[config.mk]
export PLATFORM = sky130hd
export DESIGN_NAME = textmode_cm_ctrl_flat
export DESIGN_NICKNAME = d
export VERILOG_FILES = /design/src/rtl/textmode_cm_ctrl_if.sv /design/src/rtl/textmode_cm_ctrl.sv /design/src/flat_wrapper.sv
export SDC_FILE = /design/constraint.sdc
export NUM_CORES = 1
export LEC_CHECK = 0
export ABC_CLOCK_PERIOD_IN_PS = 2000
export CORE_AREA = 5 5 95 106
export DETAILED_ROUTE_END_ITERATION = 10
export DIE_AREA = 0 0 100 111
export PLACE_DENSITY = 0.51
export SLEW_MARGIN = 15
export SYNTH_ARGS = -nofsm -noshare
export SYNTH_HDL_FRONTEND = slang
export SYNTH_SLANG_ARGS = --single-unit
export TNS_END_PERCENT = 50
[constraint.sdc]
create_clock -name clk_sys -period 2 [get_ports clk_sys]
set_clock_uncertainty 0.05 [all_clocks]
set_input_delay 0.6 -clock clk_sys [delete_from_list [all_inputs] [get_ports clk_sys]]
set_output_delay 0.6 -clock clk_sys [all_outputs]
set_load 0.005 [all_outputs]
[src/rtl/textmode_cm_ctrl_if.sv]
// Character-memory controller bus bundle.
// Renderer, host, command, status and memory signals.
interface textmode_cm_ctrl_if #(
  parameter int ADDRW = 12
) ();
  logic             ren_req;
  logic [ADDRW-1:0] ren_addr;
  logic             ren_rvalid;
  logic [7:0]       ren_rdata;
  logic             host_valid;
  logic             host_ready;
  logic [ADDRW-1:0] host_addr;
  logic [7:0]       host_data;
  logic             cmd_valid;
  logic             cmd_ready;
  logic             cmd_op;
  logic             cmd_done;
  logic             busy;
  logic             host_err;
  logic [ADDRW-1:0] cm_addr_read;
  logic [7:0]       cm_rdata;
  logic             cm_we;
  logic [ADDRW-1:0] cm_addr_write;
  logic [7:0]       cm_wdata;

  modport slave (
    input  ren_req, ren_addr,
    output ren_rvalid, ren_rdata,
    input  host_valid, host_addr, host_data,
    output host_ready,
    input  cmd_valid, cmd_op,
    output cmd_ready, cmd_done,
    output busy, host_err,
    output cm_addr_read, cm_we,
    output cm_addr_write, cm_wdata,
    input  cm_rdata
  );

  modport master (
    output ren_req, ren_addr,
    input  ren_rvalid, ren_rdata,
    output host_valid, host_addr, host_data,
    input  host_ready,
    output cmd_valid, cmd_op,
    input  cmd_ready, cmd_done,
    input  busy, host_err,
    input  cm_addr_read, cm_we,
    input  cm_addr_write, cm_wdata,
    output cm_rdata
  );
endinterface

[src/rtl/textmode_cm_ctrl.sv]
// Text-mode character memory arbiter + clear/scroll engine.
// Scroll/fill engine built only with TEXTMODE_CM_SCROLL_EN.
module textmode_cm_ctrl #(
  parameter int         COLS      = 80,
  parameter int         ROWS      = 30,
  parameter logic [7:0] FILL_CHAR = 8'h20,
  parameter int         ADDRW     = $clog2(COLS*ROWS)
) (
  input logic clk_sys,
  input logic rst_sys_n,
  textmode_cm_ctrl_if.slave bus
);

  localparam int NCELL = COLS * ROWS;
  localparam logic [ADDRW-1:0] LAST =
    ADDRW'(NCELL - 1);

  localparam logic [1:0] IDLE   = 2'd0;
  localparam logic [1:0] CLEAR  = 2'd1;
  localparam logic [1:0] SCROLL = 2'd2;
  localparam logic [1:0] FILL   = 2'd3;

  logic [1:0]       state;
  logic [ADDRW-1:0] wptr;
  logic             cm_we;
  logic [ADDRW-1:0] cm_addr_write;
  logic [7:0]       cm_wdata;
  logic [ADDRW-1:0] cm_addr_read;
  logic             cmd_done;
  logic             host_err;
  logic             rq1;
  logic             ren_rvalid;
  logic             host_acc;
  logic             cmd_acc;

  assign bus.host_ready = (state == IDLE);
  assign bus.cmd_ready  = (state == IDLE) &&
                          !bus.host_valid;
  assign host_acc = bus.host_valid && bus.host_ready;
  assign cmd_acc  = bus.cmd_valid && bus.cmd_ready;

  assign bus.busy          = (state != IDLE);
  assign bus.ren_rdata     = bus.cm_rdata;
  assign bus.ren_rvalid    = ren_rvalid;
  assign bus.cm_we         = cm_we;
  assign bus.cm_addr_write = cm_addr_write;
  assign bus.cm_wdata      = cm_wdata;
  assign bus.cm_addr_read  = cm_addr_read;
  assign bus.cmd_done      = cmd_done;
  assign bus.host_err      = host_err;

`ifdef TEXTMODE_CM_SCROLL_EN
  localparam logic [ADDRW-1:0] COLS_A =
    ADDRW'(COLS);
  localparam logic [ADDRW-1:0] COPY_LAST =
    ADDRW'(NCELL - COLS - 1);

  logic [ADDRW-1:0] rd_ptr;
  logic [ADDRW-1:0] rd_nxt;
  logic             rd_act;
  logic             rd_go;
  logic             srd_v;
  logic             srd_v1;

  // Engine wants the read slot: accept edge or copy phase.
  always_comb begin
    rd_go  = 1'b0;
    rd_nxt = rd_ptr;
    if (state == IDLE && cmd_acc && bus.cmd_op) begin
      rd_go  = 1'b1;
      rd_nxt = COLS_A;
    end else if (state == SCROLL && rd_act) begin
      rd_go  = 1'b1;
    end
  end
`endif

  // Read port: renderer always wins, engine takes idle slots.
  always_ff @(posedge clk_sys) begin
    if (!rst_sys_n) begin
      cm_addr_read <= '0;
      rq1          <= 1'b0;
      ren_rvalid   <= 1'b0;
`ifdef TEXTMODE_CM_SCROLL_EN
      rd_ptr <= '0;
      rd_act <= 1'b0;
      srd_v  <= 1'b0;
      srd_v1 <= 1'b0;
`endif
    end else begin
      rq1        <= bus.ren_req;
      ren_rvalid <= rq1;
      if (bus.ren_req) begin
        cm_addr_read <= bus.ren_addr;
      end
`ifdef TEXTMODE_CM_SCROLL_EN
      else if (rd_go) begin
        cm_addr_read <= rd_nxt;
      end
      srd_v  <= rd_go && !bus.ren_req;
      srd_v1 <= srd_v;
      if (rd_go) begin
        if (bus.ren_req) begin
          rd_ptr <= rd_nxt;
          rd_act <= 1'b1;
        end else begin
          rd_ptr <= rd_nxt + ADDRW'(1);
          rd_act <= (rd_nxt != LAST);
        end
      end
`endif
    end
  end

  // Write port, FSM and completion/status flags.
  always_ff @(posedge clk_sys) begin
    if (!rst_sys_n) begin
      state         <= IDLE;
      wptr          <= '0;
      cm_we         <= 1'b0;
      cm_addr_write <= '0;
      cm_wdata      <= '0;
      cmd_done      <= 1'b0;
      host_err      <= 1'b0;
    end else begin
      cm_we    <= 1'b0;
      cmd_done <= 1'b0;
      unique case (1'b1)
        (state == IDLE): begin
          if (host_acc) begin
            cm_addr_write <= bus.host_addr;
            cm_wdata      <= bus.host_data;
            if (bus.host_addr > LAST) begin
              host_err <= 1'b1;
            end else begin
              cm_we <= 1'b1;
            end
          end else if (cmd_acc) begin
            if (!bus.cmd_op) begin
              state         <= CLEAR;
              cm_we         <= 1'b1;
              cm_addr_write <= '0;
              cm_wdata      <= FILL_CHAR;
              wptr          <= ADDRW'(1);
            end else begin
              state <= SCROLL;
`ifdef TEXTMODE_CM_SCROLL_EN
              wptr  <= '0;
`else
              cmd_done <= 1'b1;
`endif
            end
          end
        end
        (state == CLEAR): begin
          if (cm_addr_write == LAST) begin
            state    <= IDLE;
            cmd_done <= 1'b1;
          end else begin
            cm_we         <= 1'b1;
            cm_addr_write <= wptr;
            wptr          <= wptr + ADDRW'(1);
          end
        end
`ifdef TEXTMODE_CM_SCROLL_EN
        (state == SCROLL): begin
          if (srd_v1) begin
            cm_we         <= 1'b1;
            cm_addr_write <= wptr;
            cm_wdata      <= bus.cm_rdata;
            wptr          <= wptr + ADDRW'(1);
            if (wptr == COPY_LAST) begin
              state <= FILL;
            end
          end
        end
        (state == FILL): begin
          if (cm_addr_write == LAST) begin
            state    <= IDLE;
            cmd_done <= 1'b1;
          end else begin
            cm_we         <= 1'b1;
            cm_addr_write <= wptr;
            cm_wdata      <= FILL_CHAR;
            wptr          <= wptr + ADDRW'(1);
          end
        end
`endif
        default: state <= IDLE;
      endcase
    end
  end

endmodule

[src/flat_wrapper.sv]
// flat-port wrapper written by rule: the top's interface ports become plain ports
module textmode_cm_ctrl_flat 
#(
  parameter int         COLS      = 80,
  parameter int         ROWS      = 30,
  parameter logic [7:0] FILL_CHAR = 8'h20,
  parameter int         ADDRW     = $clog2(COLS*ROWS)
)
  (clk_sys, rst_sys_n, bus_ren_req, bus_ren_addr, bus_ren_rvalid, bus_ren_rdata, bus_host_valid, bus_host_addr, bus_host_data, bus_host_ready, bus_cmd_valid, bus_cmd_op, bus_cmd_ready, bus_cmd_done, bus_busy, bus_host_err, bus_cm_addr_read, bus_cm_we, bus_cm_addr_write, bus_cm_wdata, bus_cm_rdata);
  textmode_cm_ctrl_if #(.ADDRW(ADDRW)) bus_i ();
  input logic clk_sys;
  input logic rst_sys_n;
  input wire logic [$bits(bus_i.ren_req)-1:0] bus_ren_req;
  input wire logic [$bits(bus_i.ren_addr)-1:0] bus_ren_addr;
  output wire logic [$bits(bus_i.ren_rvalid)-1:0] bus_ren_rvalid;
  output wire logic [$bits(bus_i.ren_rdata)-1:0] bus_ren_rdata;
  input wire logic [$bits(bus_i.host_valid)-1:0] bus_host_valid;
  input wire logic [$bits(bus_i.host_addr)-1:0] bus_host_addr;
  input wire logic [$bits(bus_i.host_data)-1:0] bus_host_data;
  output wire logic [$bits(bus_i.host_ready)-1:0] bus_host_ready;
  input wire logic [$bits(bus_i.cmd_valid)-1:0] bus_cmd_valid;
  input wire logic [$bits(bus_i.cmd_op)-1:0] bus_cmd_op;
  output wire logic [$bits(bus_i.cmd_ready)-1:0] bus_cmd_ready;
  output wire logic [$bits(bus_i.cmd_done)-1:0] bus_cmd_done;
  output wire logic [$bits(bus_i.busy)-1:0] bus_busy;
  output wire logic [$bits(bus_i.host_err)-1:0] bus_host_err;
  output wire logic [$bits(bus_i.cm_addr_read)-1:0] bus_cm_addr_read;
  output wire logic [$bits(bus_i.cm_we)-1:0] bus_cm_we;
  output wire logic [$bits(bus_i.cm_addr_write)-1:0] bus_cm_addr_write;
  output wire logic [$bits(bus_i.cm_wdata)-1:0] bus_cm_wdata;
  input wire logic [$bits(bus_i.cm_rdata)-1:0] bus_cm_rdata;
  assign bus_i.ren_req = bus_ren_req;
  assign bus_i.ren_addr = bus_ren_addr;
  assign bus_ren_rvalid = bus_i.ren_rvalid;
  assign bus_ren_rdata = bus_i.ren_rdata;
  assign bus_i.host_valid = bus_host_valid;
  assign bus_i.host_addr = bus_host_addr;
  assign bus_i.host_data = bus_host_data;
  assign bus_host_ready = bus_i.host_ready;
  assign bus_i.cmd_valid = bus_cmd_valid;
  assign bus_i.cmd_op = bus_cmd_op;
  assign bus_cmd_ready = bus_i.cmd_ready;
  assign bus_cmd_done = bus_i.cmd_done;
  assign bus_busy = bus_i.busy;
  assign bus_host_err = bus_i.host_err;
  assign bus_cm_addr_read = bus_i.cm_addr_read;
  assign bus_cm_we = bus_i.cm_we;
  assign bus_cm_addr_write = bus_i.cm_addr_write;
  assign bus_cm_wdata = bus_i.cm_wdata;
  assign bus_i.cm_rdata = bus_cm_rdata;
  textmode_cm_ctrl #(.COLS(COLS), .ROWS(ROWS), .FILL_CHAR(FILL_CHAR), .ADDRW(ADDRW)) u_core (.clk_sys(clk_sys), .rst_sys_n(rst_sys_n), .bus(bus_i));
endmodule
; Word-level counts from Yosys, hierarchy flattened
; Index checks and enable logic that the tools add are counted.
[totals]
in_bits = 46
wordCells = 64
register_bits = 51
[classes]
n_reduce_logical = 13
addsub = 1
n_lt_le_gt_ge = 1
muxes = 29
eq_ne = 10
[ops]
columns = operator, n
row1 = two-way mux 12 bit, 8
row2 = one-hot mux 12 bit (2 select lines), 2
row3 = two-way mux 8 bit, 3
row4 = "adder 12 x 1 -> 12 bit, second input constant", 1
row5 = "== test 12 bit, second input constant", 1
row6 = "> comparator 12 bit, second input constant", 1
row7 = "inequality test 2 bit, second input constant", 5
row8 = two-way mux 1 bit, 9
row9 = AND reduction 3 bit, 3
row10 = two-way mux 2 bit, 4
row11 = "inequality test 3 bit, second input constant", 2
row12 = nonzero test 2 bit, 3
row13 = AND reduction 5 bit, 1
row14 = one-hot mux 1 bit (2 select lines), 2
row15 = one-hot mux 2 bit (2 select lines), 1
row16 = AND reduction 4 bit, 1
row17 = logical AND 1 bit, 3
row18 = "== test 2 x 1 -> 1 bit, second input constant", 1
row19 = zero test 2 bit, 1
row20 = "inequality test 2 x 1 -> 1 bit, second input constant", 1
row21 = zero test 1 bit, 1

; Depth between registers and ports, before layout
; Gate-level depths: netlist of the first run.
[depth]
word_depth = 6
ltp_mapped = 6
ltp_nobuf = 4

; Worst setup path before layout of the first run
; No wires, ideal clock.
[synth_timing]
path_kind = input to register
startpoint = input port bus_host_valid
endpoint = register u_core.wptr[9]
setup_ns = 0.070
path_stages = 4
t_arrival_ns = 1.670
n_path_buf = 0
path_slack_ns = 0.210
cell_sequence = nor3b_2 > o2111ai_1 > or4_1 > a21oi_1
[synth_between]
elab_chain_cells = 5
[synth_rtl]
columns = item, line
row1 = from (decl), flat_wrapper.sv:17  ; input wire logic [$bits(bus_i.host_valid)-1:0] bus_host_valid;
row2 = zero test 1 bit, textmode_cm_ctrl.sv:38  ; !bus.host_valid;
row3 = logical AND 1 bit, textmode_cm_ctrl.sv:37  ; assign bus.cmd_ready = (state == IDLE) &&
row4 = logical AND 1 bit, textmode_cm_ctrl.sv:40  ; assign cmd_acc = bus.cmd_valid && bus.cmd_ready;
row5 = inequality test 2 bit (no line), n/a
row6 = AND reduction 5 bit (no line) (*), n/a
row7 = to (signal assigned), textmode_cm_ctrl.sv:162  ; wptr <= wptr + ADDRW'(1);
row8 = to (decl), textmode_cm_ctrl.sv:24  ; logic [ADDRW-1:0] wptr;
; Mark *: on every way between the ends. The rest lies on a longest branch, timed or not.
; A chain may end at the register's enable or synchronous reset.

; Final worst setup path of the first run
[layout_timing]
startpoint = register u_core.state[1]
endpoint = output port bus_busy
[layout_between]
elab_chain_cells = 1
[layout_rtl]
columns = item, line
row1 = from (decl), textmode_cm_ctrl.sv:23  ; logic [1:0] state;
row2 = from (signal assigned), textmode_cm_ctrl.sv:118  ; state <= IDLE;
row3 = from (signal assigned), textmode_cm_ctrl.sv:140  ; state <= CLEAR;
row4 = from (signal assigned), textmode_cm_ctrl.sv:146  ; state <= SCROLL;
row5 = nonzero test 2 bit, textmode_cm_ctrl.sv:42  ; assign bus.busy = (state != IDLE);
row6 = to (decl), flat_wrapper.sv:25  ; output wire logic [$bits(bus_i.busy)-1:0] bus_busy;
; No other way between the ends.

==> results of run 1 <==
==> stage by stage <==
| stage | setup WS [ns] | area, um2 | hold slack [ns] | setup TNS [ns] | std cells |
|---|---|---|---|---|---|
| after global placement | -0.444 | 3310 | 0.367 | -8.85 | 438 |
| final | 0.0591 | 3510 | 0.389 | 0 | 447 |
| after global routing | 0.0113 | 3510 | 0.403 | 0 | 447 |
| after detailed placement | -0.461 | 3310 | 0.369 | -9.23 | 438 |
| after floorplan | 0.210 | 2310 | 0.362 | 0 | 243 |
| after CTS | -0.00471 | 3490 | 0.393 | -0.00582 | 447 |
==> state kept, by name, summed over array words and instances (netlist names) <==
signal	cells
u_core.state	2
u_core.bus.host_err	1
u_core.bus.cmd_done	1
u_core.bus.cm_wdata	8
u_core.bus.ren_rvalid	1
u_core.rq1	1
u_core.wptr	12
u_core.bus.cm_addr_write	12
u_core.bus.cm_addr_read	12
u_core.bus.cm_we	1
==> final cells by class <==
class,count,area [um2]
multi-input cells,163,1190
well taps,114,143
flip-flops and latches,51,1030
fillers,889,5280
clock inverters,3,67.6
repair buffers,103,986
clock buffers,5,68.8
inverters,8,30.0
==> final timing paths <==
check / startpoint / cells past startpoint / slack, ns / endpoint
setup / recovery: u_core.state[1] / 3 / 0.06 / bus_busy
hold / removal: u_core.rq1 / 1 / 0.39 / u_core.bus.ren_rvalid
setup reg to reg: u_core.bus.cm_addr_write[0] / 5 / 0.20 / u_core.bus.cm_addr_write[5]
hold reg to reg: u_core.rq1 / 1 / 0.39 / u_core.bus.ren_rvalid
==> worst max-delay path, stage by stage, from the launching register on <==
cell and delay (ns):
dfxtp_4 0.37, nor2_4 0.04, inv_2 0.07, clkdlybuf4s50_1 0.51
==> where the power goes <==
group / switching [mW] / total, mW / internal, mW
registers: 0.0373 / 1.11 / 1.07
clock network: 0.362 / 0.861 / 0.499
logic: 0.182 / 0.441 / 0.259
==> kinds of logic after synthesis <==
kind of cell | Yosys count | share of synthesized area (%)
adder cells (fa/ha/maj) | 1 | 0.541
AND/OR/NAND/NOR | 73 | 18.8
flip-flops | 51 | 44.2
multiplexers | 15 | 6.50
buffers and inverters | 29 | 6.55
AO/OA/AOI/OAI | 74 | 23.4
==> placed cells by master, fill, tap and decap left out, types with 10 or more instances in the layout <==
master,instances
clkdlybuf4s50_1,71
dfxtp_1,49
buf_4,25
a21oi_1,23
nor2_1,22
a22oi_1,19
mux2i_1,15
nand2_1,10
a211oi_2,10
==> layer usage <==
layer  global-route usage (%)  vias to the layer above
met5                        0                        -
met4                     3.59                        0
met3                     3.59                        5
met2                     20.2                       48
met1                     16.5                      957
li1                         -                     1074
==> timing repair <==
action / CTS / global route
setup endpoints to repair: 11 / 5
pin swaps: 0 / 3
resized for setup: 13 / 5
buffers inserted: 1 / 0
==> reports/results.ini, run 1 <==
[run_status]
outcome = finished, final reports clean

[placed_design]
io_buffers = 76
dp_hpwl_um = 5290
place_congestion = 0.822

[pwr]
p_per_area_mw_per_mm2 = 686
power.static_leakage_nw = 1.29
vdd_drop_max_v = 0.000338
finalPower_mw = 2.41

[setup_path]
cp.required_ns = 1.35
cp.arrival_ns = 1.29
end_kind = output port
worstSetupStartpointType = flop
path_max_fanout = 3
critical_path_class = reg -> out

[clock_tree]
clockRootBuffer = clkbuf_8
cts_sinks = 51
cts_tree = done
htreeDepth = 2
cts.path.max_buffers = 2
cts_made_buffers = 5
clk_latency_ns = 0.30
clkTransAtPathRegs_ns = 0.09
hold_buffers = 0

[global_routing]
grt-ovfl-total = 0
grt_pass1_vias = 2164
grt_max_degree = 19
antenna_found_initial = 0
grt_pass1_wl_um = 11300
grtUsageTotal_pct = 12.6

[synthesis]
post-synth-top-count-cell = dfxtp_1
synth-edff-count = 0
synth_flop_cell = dfxtp_1
yosys.cell_types.count = 47
synth_cells = 243
synth_top_area_share_pct = 44.2
yosysTopAreaCell = dfxtp_1
synth_area_leaders = dfxtp_1, mux2i_1, a22oi_1, a211oi_2, a21oi_1
synth_nets = 290
syn-cell-area_mm2 = 0.00231
synth-seq-cells = 51
ys_seq_area_share_pct = 44.2
yosysWarningCount = 0
ys_async_sr_fraction_pct = 0
syn_area_per_cell_um2 = 9.51
synth_top_cells_by_count = dfxtp_1, a21oi_1, nor2_1

[job]
maxCapViolations = 0

[detailed_routing]
wl_um = 6820
post_drt_via_cell_ratio = 4.66
firstDrtPassIters = 4
vias = 2084
dr_wl_met3_um = 396
wire_per_inst_um = 15.3
wl_met2_um = 3300
drc = 0
drtIter0Drc = 120
wl_met1_um = 3040
drtAntennaViolNets = 0
top_layer = met4

[timing]
setup_violations = 0
hold_viol_final = 0
clock.fmax_ghz = 0.515
period_share_pct = 97.0
tightest_slew_ns = 0.542
relSlewSlack_pct = 63.9
rsz0062_at_grt = no
slew_viol_final = 0
layout_min_cycle_time_ns = 1.94

[floorplan]
die_area_mm2 = 0.0111
core_mm2 = 0.00878
pin_count = 93
die_w_um = 100
die_h_um = 111
rows = 36
start_util_pct = 26.3

[finish]
syn_to_final_growth_pct = 51.8
utilization_pct = 39.9
antenna_cells = 0
num-nets-final = 379
drive_gt1_share_pct = 18.9

[hold_path]
min_path_type = reg -> reg

Note: power is estimated with default switching activity, not from simulation.
==> inputs of run 2 (changes only) <==
- ABC_CLOCK_PERIOD_IN_PS: 2000 -> 1970
- clock period: 2 -> 1.97 ns (I/O delays scaled with it)
==> run 2 against run 1 <==
  * Combinational power grew 2%
  * Clock power increased by 2.4%
  * Via count grew 2.7%
  * Register-to-register slack lost 0.04 ns
  * Core utilization decreased by 0.19 points
  * Largest power group unchanged
  * Global-route usage up 0.42 points
  * Cell count increased by 0.45%
  * First-iteration DRC count shrank 41%
  * Worst setup slack about the same
  * Count of clock-buffer cells in the layout stayed put
  * Sequential power is essentially flat
  * Design area down 0.46%
==> reports/results.ini, run 2 (synthesized netlist as in run 1, its figures left out) <==
[run_status]
outcome = finished, final reports clean

[global_routing]
grt-ovfl-total = 0  ; unchanged
grt_pass1_vias = 2244  ; +3.7%
grtUsageTotal_pct = 13.1  ; +0.42 points
grt_pass1_wl_um = 11700  ; +3.1%
grt_max_degree = 29  ; +10
antenna_found_initial = 0  ; unchanged

[finish]
num-nets-final = 381  ; +0.53%
top_regs = u_core.bus.cm_addr_read: 12 flops, u_core.bus.cm_addr_write: 12 flops, u_core.wptr: 12 flops
final_cells = 449  ; +0.45%
fin_area_mm2 = 0.00349  ; -0.46%
layout_common_cells = clkdlybuf4s50_1, dfxtp_1, buf_4, a21oi_1, nor2_1
syn_to_final_growth_pct = 51.1
layout_commonest_cell = clkdlybuf4s50_1
antenna_cells = 0  ; unchanged
drive_gt1_share_pct = 18.2  ; -0.71 points
utilization_pct = 39.8  ; -0.19 points

[clock_tree]
cts_tree = done
hold_buffers = 0  ; unchanged
clkTransAtPathRegs_ns = 0.09  ; about the same
clockRootBuffer = clkbuf_8
clk_latency_ns = 0.31  ; about the same
cts_made_buffers = 5  ; unchanged
htreeDepth = 2  ; unchanged
cts_sinks = 51  ; unchanged
cts.path.max_buffers = 2  ; unchanged

[detailed_routing]
vias = 2141  ; +2.7%
firstDrtPassIters = 4  ; unchanged
wire_per_inst_um = 15.6  ; +2.5%
wl_um = 7030  ; +3.0%
drc = 0  ; unchanged
drtIter0Drc = 71  ; -41%
drtAntennaViolNets = 0  ; unchanged
post_drt_via_cell_ratio = 4.77  ; +2.3%

[placed_design]
dpl.cell_count = 440  ; +0.46%
dp_worst_setup_slack_ns = -0.471  ; -0.0105 ns
place_congestion = 0.808  ; -1.7%
io_buffers = 76  ; unchanged
dp_hpwl_um = 5360  ; +1.5%
placed_area_mm2 = 0.00332  ; about the same

[floorplan]
die_h_um = 111  ; unchanged
core_mm2 = 0.00878  ; unchanged
die_area_mm2 = 0.0111  ; unchanged
start_util_pct = 26.3  ; unchanged
die_w_um = 100  ; unchanged
rows = 36  ; unchanged
pin_count = 93  ; unchanged

[timing]
relSlewSlack_pct = 64.3  ; +0.41 points
setup_violations = 0  ; unchanged
hold_viol_final = 0  ; unchanged
fin_tns_setup_ns = 0  ; unchanged
fin_ws_ns = 0.0595  ; +0.000389 ns
period_share_pct = 97.0
slew_viol_final = 0  ; unchanged
clock.fmax_ghz = 0.523
tightest_slew_ns = 0.536  ; -0.00619 ns
rsz0062_at_grt = no
layout_min_cycle_time_ns = 1.91

[pwr]
power.static_leakage_nw = 1.30  ; +0.96%
vdd_drop_max_v = 0.000322  ; -4.9%
p_per_area_mw_per_mm2 = 703  ; +2.5%

[setup_path]
path_buf_inv = 2  ; unchanged
cp.required_ns = 2.16  ; +0.81 ns
crit_family = simple AND/OR/NAND/NOR gates
slowest_delay_ns = 0.55  ; +0.04 ns
crit_chain = dlygate4sd2_1 > nor3b_2 > buf_4 > o21ai_1 > or4_1 > a21oi_1
crit_slowest_cell = or4_1
cp.arrival_ns = 2.10  ; +0.81 ns
critical_path_class = in -> reg
worstSetupStartpointType = primary input
end_kind = flop
path_max_fanout = 8  ; +5

[job]
maxCapViolations = 0  ; unchanged

[hold_path]
min_path_type = reg -> reg

run 2: path summary, 6_finish.rpt:
path	start	end	slack, ns	depth (start not counted)
max	bus_cmd_op	u_core.wptr[4]	0.06	6
min	u_core.rq1	u_core.bus.ren_rvalid	0.39	1
max reg2reg	u_core.bus.cm_addr_write[1]	u_core.bus.cm_addr_write[6]	0.16	5
min reg2reg	u_core.rq1	u_core.bus.ren_rvalid	0.39	1
run 2: cell type report:
type | instances | area, um2
clock buffers | 5 | 68.8
fillers | 882 | 5290
inverters | 8 | 30.0
clock inverters | 3 | 67.6
multi-input cells | 163 | 1170
flip-flops and latches | 51 | 1030
repair buffers | 105 | 987
well taps | 114 | 143
run 2: report_power, final:
group          internal [mW]  leakage [nW]  total [mW]  switching (mW)
Clock                  0.507        0.0644       0.882           0.375
Combinational          0.264         0.817       0.450           0.186
Sequential              1.09         0.420        1.12          0.0384
run 2: worst reg2reg max path: cells and delay by family, from the launching register on:
kind,cells,cell delay [ns]
DFF,1,0.38
and+or+nand+nor,2,0.81
buffers and inverters,1,0.20
AOI/OAI and AO/OA,2,0.25
run 2: repair_timing:
| action | in CTS | in global routing |
|---|---|---|
| setup buffers | 1 | 0 |
| pin swaps | 1 | 0 |
| setup endpoints to repair | 15 | 1 |
| gates resized for setup | 14 | 1 |
run 2: layer usage:
layer  up-vias  GRT usage, %  share of wire [%]
met5         -             0                  0
met4         0          3.86                1.3
met3         6          3.84                5.6
met2        40          22.0                 50
met1      1021          16.0                 43
li1       1074             -                  -
run 2: per-stage QoR:
stage / hold slack [ns] / power (mW)
final: 0.393 / 2.46
after global routing: 0.419 / 2.57
after CTS: 0.396 / 2.49
after detailed placement: 0.373 / 1.60
after global placement: 0.368 / 1.60
after floorplan: 0.362 / 1.34
==> inputs of run 3 (changes only) <==
- CTS_CLUSTER_SIZE: default -> 25
==> results of run 3 <==
The final DEF is identical to that of run 2; final timing and power are the same.
